<file path="src/rtl/inst_fetch_pkg.sv">
// -----------------------------------------------------------------------------
// inst_fetch_pkg
// Shared definitions for the instruction-fetch stage: FSM state encodings,
// the default NOP instruction, the selPC meaning constants and a helper that
// forms a taken branch/jump target from the ALU result.
// -----------------------------------------------------------------------------
package inst_fetch_pkg;

  // Fetch FSM states, 2-bit registered encoding
  typedef enum logic [1:0] {
    ST_IDLE  = 2'd0,
    ST_FETCH = 2'd1,
    ST_HOLD  = 2'd2,
    ST_HALT  = 2'd3
  } fetch_state_e;

  // addi x0,x0,0 -- presented whenever no real instruction is held
  localparam logic [31:0] NOP_INST_DEFAULT = 32'h0000_0013;

  // selPC meanings driven by the control logic
  localparam logic PC_TAKEN    = 1'b1;
  localparam logic PC_NOTTAKEN = 1'b0;

  // Taken target: ALU result with bit 0 forced low (JALR-style clearing)
  function automatic logic [31:0] taken_target(input logic [31:0] alu);
    return {alu[31:1], 1'b0};
  endfunction

endpackage

</file>
<file path="src/rtl/inst_fetch.sv">
// -----------------------------------------------------------------------------
// inst_fetch
// Instruction-fetch stage. Requests one word from instruction memory, holds it
// until downstream commits, then advances pc sequentially or to a taken
// target. A taken target with bit 1 set halts the stage with a sticky
// misalign flag until reset.
//
// Ports
//   clk         sole clock, rising edge
//   rst         synchronous active-high reset
//   selPC       1 = branch/jump taken, 0 = sequential (sampled on commit)
//   alu_result  branch/jump target (sampled on commit)
//   commit      downstream finished the held instruction
//   imem_req    instruction-memory read request
//   imem_addr   instruction-memory word address (= pc)
//   imem_ack    read data valid this cycle
//   imem_rdata  instruction word, valid with imem_ack
//   pc          address of the held instruction
//   pc_four     pc + 4 (mod 2^32)
//   inst        held instruction, or NOP_INST when inst_valid = 0
//   inst_valid  inst is a real fetched instruction
//   misalign    sticky: a taken target was not word-aligned
// -----------------------------------------------------------------------------
module inst_fetch
  import inst_fetch_pkg::*;
#(
  parameter logic [31:0] RESET_PC = 32'h0000_0000,
  parameter logic [31:0] NOP_INST = NOP_INST_DEFAULT
) (
  input  logic        clk,
  input  logic        rst,
  input  logic        selPC,
  input  logic [31:0] alu_result,
  input  logic        commit,
  output logic        imem_req,
  output logic [31:0] imem_addr,
  input  logic        imem_ack,
  input  logic [31:0] imem_rdata,
  output logic [31:0] pc,
  output logic [31:0] pc_four,
  output logic [31:0] inst,
  output logic        inst_valid,
  output logic        misalign
);

  fetch_state_e r_state;
  fetch_state_e w_state_nxt;
  logic [31:0]  r_pc;
  logic [31:0]  w_pc_nxt;
  logic [31:0]  r_inst;
  logic [31:0]  w_inst_nxt;
  logic         r_misalign;
  logic         w_misalign_nxt;
  logic [31:0]  w_target;

  // Registered copies of the outputs, computed from next-state values so
  // every output changes only on a clock edge.
  logic         r_imem_req;
  logic         r_inst_valid;
  logic [31:0]  r_inst_out;
  logic [31:0]  r_pc_four;
  logic         w_imem_req_nxt;
  logic         w_inst_valid_nxt;
  logic [31:0]  w_inst_out_nxt;
  logic [31:0]  w_pc_four_nxt;

  // Next-state, next-pc and next-output decode
  always_comb begin
    w_state_nxt    = r_state;
    w_pc_nxt       = r_pc;
    w_inst_nxt     = r_inst;
    w_misalign_nxt = r_misalign;
    w_target       = taken_target(alu_result);

    case (r_state)
      ST_IDLE: begin
        w_state_nxt = ST_FETCH;
      end
      ST_FETCH: begin
        if (imem_ack) begin
          w_inst_nxt  = imem_rdata;
          w_state_nxt = ST_HOLD;
        end else begin
          w_state_nxt = ST_FETCH;
        end
      end
      ST_HOLD: begin
        // selPC/alu_result matter only in the commit cycle
        if (commit) begin
          if (selPC == PC_TAKEN) begin
            w_pc_nxt = w_target;
            if (w_target[1]) begin
              // Half-word aligned target: park the pc there and stop
              w_misalign_nxt = 1'b1;
              w_state_nxt    = ST_HALT;
            end else begin
              w_state_nxt = ST_FETCH;
            end
          end else begin
            w_pc_nxt    = r_pc + 32'd4;
            w_state_nxt = ST_FETCH;
          end
        end else begin
          w_state_nxt = ST_HOLD;
        end
      end
      ST_HALT: begin
        w_state_nxt = ST_HALT;
      end
      default: begin
        w_state_nxt = ST_IDLE;
      end
    endcase

    w_imem_req_nxt   = (w_state_nxt == ST_FETCH);
    w_inst_valid_nxt = (w_state_nxt == ST_HOLD);
    if (w_inst_valid_nxt) begin
      w_inst_out_nxt = w_inst_nxt;
    end else begin
      w_inst_out_nxt = NOP_INST;
    end
    w_pc_four_nxt = w_pc_nxt + 32'd4;
  end

  // State, pc, instruction register and registered outputs
  always_ff @(posedge clk) begin
    if (rst) begin
      r_state      <= ST_IDLE;
      r_pc         <= RESET_PC;
      r_inst       <= NOP_INST;
      r_misalign   <= 1'b0;
      r_imem_req   <= 1'b0;
      r_inst_valid <= 1'b0;
      r_inst_out   <= NOP_INST;
      r_pc_four    <= RESET_PC + 32'd4;
    end else begin
      r_state      <= w_state_nxt;
      r_pc         <= w_pc_nxt;
      r_inst       <= w_inst_nxt;
      r_misalign   <= w_misalign_nxt;
      r_imem_req   <= w_imem_req_nxt;
      r_inst_valid <= w_inst_valid_nxt;
      r_inst_out   <= w_inst_out_nxt;
      r_pc_four    <= w_pc_four_nxt;
    end
  end

  assign imem_req   = r_imem_req;
  assign imem_addr  = r_pc;
  assign pc         = r_pc;
  assign pc_four    = r_pc_four;
  assign inst       = r_inst_out;
  assign inst_valid = r_inst_valid;
  assign misalign   = r_misalign;

endmodule

</file>
<file path="config.mk">
export PLATFORM = sky130hd
export DESIGN_NAME = inst_fetch
export DESIGN_NICKNAME = d
export VERILOG_FILES = /design/src/rtl/inst_fetch_pkg.sv /design/src/rtl/inst_fetch.sv
export SDC_FILE = /design/constraint.sdc
export NUM_CORES = 1
export LEC_CHECK = 0
export CORE_UTILIZATION = 46
export CTS_BUF_LIST = sky130_fd_sc_hd__clkbuf_16
export CTS_CLUSTER_DIAMETER = 30
export DETAILED_ROUTE_END_ITERATION = 12
export GPL_TIMING_DRIVEN = 0
export PLACE_DENSITY = 0.89
export SLEW_MARGIN = 40
export SYNTH_ARGS = -nofsm -noshare
export SYNTH_HDL_FRONTEND = slang
export SYNTH_SLANG_ARGS = --single-unit
export TNS_END_PERCENT = 100
</file>
<file path="constraint.sdc">
create_clock -name clk -period 3.9 [get_ports clk]
set_input_delay 0.78 -clock clk [delete_from_list [all_inputs] [get_ports clk]]
set_output_delay 0.78 -clock clk [all_outputs]
set_load 0.02 [all_outputs]
</file>
* After elaboration in Yosys (flattened, before gate mapping) *
Index checks and enable logic that the tools add are counted.

storage, ports and cells
  bits of input ports = 69
  output and inout port bits = 131
  register bits = 133

cells by class
  equal/unequal tests = 5
  reductions and logical operators = 3
  mux-type cells = 10
  $add $sub $neg = 2
  bitwise operators = 1

operators with widths
  cell                                           count
  two-way mux 32 bit                             5
  adder 32 x 3 -> 32 bit, second input constant  2
  two-way mux 2 bit                              4
  case mux 2 bit (4 select lines)                1
  == test 2 bit, second input constant           3
  == test 2 x 1 -> 1 bit, second input constant  2
  AND reduction 4 bit                            1
  zero test 2 bit                                1
  OR reduction 2 bit                             1
  inverter 1 bit                                 1

* Logic depth before layout (Yosys ltp) *
Gate-level depths: netlist of run 1.

  word-level depth = 7
  gate-level depth with buffers = 13

* Worst setup path before layout of run 1 *
No wires, ideal clock.

  path kind = input -> register
  start point = in selPC
  end point = reg r_pc_four[28] (netlist: pc_four[28])
  setup time = 0.123 ns
  slack = 0.609 ns
  arrival = 3.167 ns
  cell stages on the path = 12
  path through = buf_4 clkbuf_1 nand2_1 o211ai_1 and2_1 ha_1 o211ai_1 nor3_2 nand4_2 or2_1 nor4_1 mux2_1

on the way
  longest elaborated chain between the ends = 4

ends and longest elaborated chain
  element                 RTL line           source
  from (decl)             inst_fetch.sv:32   input logic selPC,
  two-way mux 32 bit      inst_fetch.sv:90   if (selPC == PC_TAKEN) begin
  two-way mux 32 bit      inst_fetch.sv:89   if (commit) begin
  two-way mux 32 bit      inst_fetch.sv:75   case (r_state)
  named net w_pc_nxt[2]   inst_fetch.sv:49   logic [31:0] w_pc_nxt;
  adder 32 x 3 -> 32 bit  inst_fetch.sv:122  w_pc_four_nxt = w_pc_nxt + 32'd4;
  to (signal assigned)    inst_fetch.sv:135  r_pc_four <= RESET_PC + 32'd4;
  to (signal assigned)    inst_fetch.sv:144  r_pc_four <= w_pc_four_nxt;
  to (decl)               inst_fetch.sv:61   logic [31:0] r_pc_four;

The timed path passes the listed nets, and every way through them passes these cells.
A chain may end at the register's enable or synchronous reset.

* Final worst setup path of run 1 *
  start point = in commit
  end point = reg r_pc_four[27] (netlist: pc_four[27])

on the way
  longest elaborated chain between the ends = 3

ends and longest elaborated chain
  element                 RTL line           source
  from (decl)             inst_fetch.sv:34   input logic commit,
  two-way mux 32 bit      inst_fetch.sv:89
  two-way mux 32 bit      inst_fetch.sv:75
  adder 32 x 3 -> 32 bit  inst_fetch.sv:122

Every way passes these cells.

==> results of run 1 <==
==> routing by layer <==
metal	vias to the layer above	wire length, um	GRT usage (%)
met3	40	2120	10.3
met2	326	8860	46.5
met5	-	0	0
met1	2649	6860	32.5
met4	0	337	11.1
li1	2731	-	-
==> logic make-up after synthesis <==
kind of cell	after synthesis	synth area share [%]
AND/OR/NAND/NOR	289	26.5
flip-flops	130	44.2
AO/OA/AOI/OAI	90	10.6
buffers and inverters	85	8.22
multiplexers	46	7.94
XOR/XNOR	14	2.08
adder cells (fa/ha/maj)	2	0.425
other	1	0.0637
==> where the power goes <==
group | switching [uW] | internal [uW]
combinational | 186 | 179
sequential | 24.3 | 1370
clock | 594 | 867
==> worst max-delay path, delay by kind of cell <==
family	cells	cell delay, ns
mux	1	0.35
simple gates	7	2.12
buf+inv	3	0.85
==> layout make-up <==
| cell class | count | area, um2 | area share (%) |
|---|---|---|---|
| inverter | 13 | 48.8 | 0.564 |
| multi-input combinational | 444 | 2860 | 33.0 |
| clock inverter | 14 | 115 | 1.33 |
| sequential | 130 | 2600 | 30.1 |
| timing repair buffer | 196 | 1950 | 22.6 |
| buffer | 72 | 438 | 5.06 |
| tap | 168 | 210 | 2.43 |
| clock buffer | 17 | 425 | 4.92 |
==> flip-flops by register name (all words and copies together), names as in the netlist <==
name	count
imem_req	1
misalign	1
r_state	2
r_inst	32
inst	32
inst_valid	1
imem_addr	31
pc_four	30
==> final timing paths <==
path	from	endpoint	slack [ns]
min reg2reg	r_inst[1]$_SDFF_PP1_	inst[1]$_SDFF_PP1_	0.47
max	commit	pc_four[27]$_SDFF_PP0_	0.12
min	r_inst[1]$_SDFF_PP1_	inst[1]$_SDFF_PP1_	0.47
max reg2reg	imem_addr[2]$_SDFF_PP0_	pc_four[27]$_SDFF_PP0_	0.35
==> timing repair <==
action / 4_1_cts / 5_1_grt
endpoints found under the setup margin: 5 / 8
gates resized for setup: 2 / 8
hold buffers: 0 / 0
pin swaps: 2 / 0
setup buffers: 3 / 0
==> metrics by stage <==
| stage | utilization (%) | power, uW | instance area [um2] | setup WS, ns |
|---|---|---|---|---|
| 2_1_floorplan | - | 1610 | 5900 | 0.609 |
| 3_3_place_gp | 65.6 | 1770 | 8040 | -0.493 |
| 3_5_place_dp | 65.6 | 1780 | 8040 | -0.493 |
| 4_1_cts | 70.2 | 3230 | 8610 | 0.0141 |
| 5_1_grt | 70.6 | 3330 | 8650 | -0.0469 |
| 6_report | 70.6 | 3220 | 8650 | 0.116 |
==> cell usage in the layout (no fill, tap or decap), drive strengths merged, types with 10 or more instances in the layout <==
master         instances
mux2i                 40
inv                   17
and2                  14
nand2                 32
o21ai                 10
and3                  20
nand4                 17
buf                   52
o22ai                 10
nor2                 110
xnor2                 10
clkdlybuf4s50        193
nor3                  21
nor4                  16
a21oi                 21
nand3                 20
dfxtp                130
clkbuf                40
==> PnR_summary.wiki, run 1 <==
{| class="wikitable"
! Metric !! Value
|-
| Share of synthesized flip-flops with an asynchronous set or reset || 0%
|-
| Total Die Area || 13,300 um2
|-
| Setup_tns || 0 ns
|-
| Die width || 115 um
|-
| Clock-pin slew of the registers on the worst-case setup and hold paths || 0.06 ns
|-
| Type of the worst min-delay path || reg2reg
|-
| Number of enable-type register cells in the synthesized netlist || 0
|-
| Delay of the slowest critical-path stage || 0.53 ns
|-
| Total via count in the routed design || 5,746
|-
| R2r worst-path depth || 10
|-
| Final worst clock skew || 0.0152 ns
|-
| Crit path time final || 3.78 ns
|-
| Die extent in y || 115 um
|-
| Final setup violation count || 0
|-
| Total global routing overflow || 0
|-
| Transition time at the pin with the least slew margin || 0.790 ns
|-
| Half-perimeter wire length after detailed placement || 12,900 um
|-
| Syn Inst Count || 657
|-
| Cell types with the highest counts after synthesis || sky130_fd_sc_hd__dfxtp_1 (130), sky130_fd_sc_hd__nor2_1 (110), sky130_fd_sc_hd__mux2i_1 (40), sky130_fd_sc_hd__buf_4 (38), sky130_fd_sc_hd__nand2_1 (32)
|-
| Residual DRC count || 0
|-
| Synth warnings || 0
|-
| Flip-flop and latch count after synthesis || 130
|-
| Unrepaired setup endpoints after global routing || true
|-
| # IOs || 200
|-
| Routability-driven placement congestion ratio || 0.913
|-
| Largest buffer count on any clock path || 2
|-
| Cell types with the largest area share after synthesis || sky130_fd_sc_hd__dfxtp_1 (44%), sky130_fd_sc_hd__nor2_1 (7.0%), sky130_fd_sc_hd__mux2i_1 (6.8%)
|-
| Antenna Cells || 0
|-
| Distinct cell type count of the synthesized netlist || 65
|-
| Worst setup SP type || primary input
|-
| Final Cycle Share || 97.0%
|-
| VDD IR-drop max || 375 uV
|-
| Vias per cell || 5.45
|-
| Critical Path Sink Type || flip-flop
|-
| Largest net degree at the start of global routing || 17
|-
| Max H-tree Level || 4
|-
| Post-synth top area share || 44.2%
|-
| Portion of the post-synthesis area used by sequential elements || 44.2%
|-
| TritonCTS clock tree || built
|-
| FILL cells || 904
|-
| Detailed-router iteration count before antenna repair || 5
|-
| Ratio of cells with drive above 1 in the final layout || 12.1%
|-
| GRT Util Overall || 27.9%
|-
| Total number of placement rows || 40
|-
| Leakage power total || 0.00345 uW
|-
| Placed cell count || 1,020
|-
| Mean instance size in the synthesized netlist || 8.97 um2
|-
| Cells on Worst Hold Path || 2
|-
| Result of the run || finished, final reports clean
|-
| Hold violation count in the final report || 0
|-
| CTS Root Buffer Type || sky130_fd_sc_hd__clkbuf_16
|-
| Starting utilization of the core area || 48.0%
|-
| Start-to-end type of the worst setup path || in2reg
|-
| Flip-flop cell with the highest count after synthesis || sky130_fd_sc_hd__dfxtp_1
|-
| Max-cap violation count || 0
|-
| Synth-to-Final Area Change || 46.9%
|-
| Post-Route Hold Slack || 0.468 ns
|-
| Source-to-sink clock delay at the later pin of the worst-skew pair || 0.42 ns
|-
| Max Clock Freq || 0.264 GHz
|-
| Endpoint required time on the critical path || 4.20 ns
|-
| Post-route ant nets || 0
|-
| Final Slew Violations || 0
|-
| Number of buffers created by CTS || 17
|-
| Total of buffers placed on input and output ports || 193
|-
| Mapped Area || 5890 um2
|-
| Cells along the critical path || clkdlybuf4s50_1, nand4bb_1, nor3_1, or4_1, buf_2, nor4_4, nand4_2, or2_1, buf_6, nor3_1, mux2_1
|-
| Arrival time at the worst endpoint || 4.09 ns
|-
| Maximum fanout along the worst path || 8
|-
| Synth area leader || sky130_fd_sc_hd__dfxtp_1
|-
| Wirelength, routed || 18,200 um
|-
| Core area || 12,300 um2
|-
| Slowest-stage cell, CP || sky130_fd_sc_hd__or4_1
|-
| Cell with the most instances on the worst path || sky130_fd_sc_hd__nor3_1
|-
| Worst slew margin || 46.9%
|-
| Number of non-filler instances in the completed layout || 1,054
|-
| Vias in the first global route || 5,605
|-
| Cell area power density || 372 nW/um2
|-
| Average detailed-routed wire length per instance || 17.2 um
|-
| Total number of nets in the final design || 945
|-
| Wire length of the first global-routing pass || 28,400 um
|-
| Drt initial violations || 505
|-
| Top-count cell post-synth || sky130_fd_sc_hd__dfxtp_1
|-
| Num Clock Sinks || 130
|-
| Initial antenna violation count || 0
|}
No activity file was read; power rests on OpenSTA's default activity.
==> run 2, diff against run 1 <==
- CTS_CLUSTER_SIZE: unset -> 10
==> results of run 2 <==
The final DEF is identical to that of run 1; final timing and power are the same.
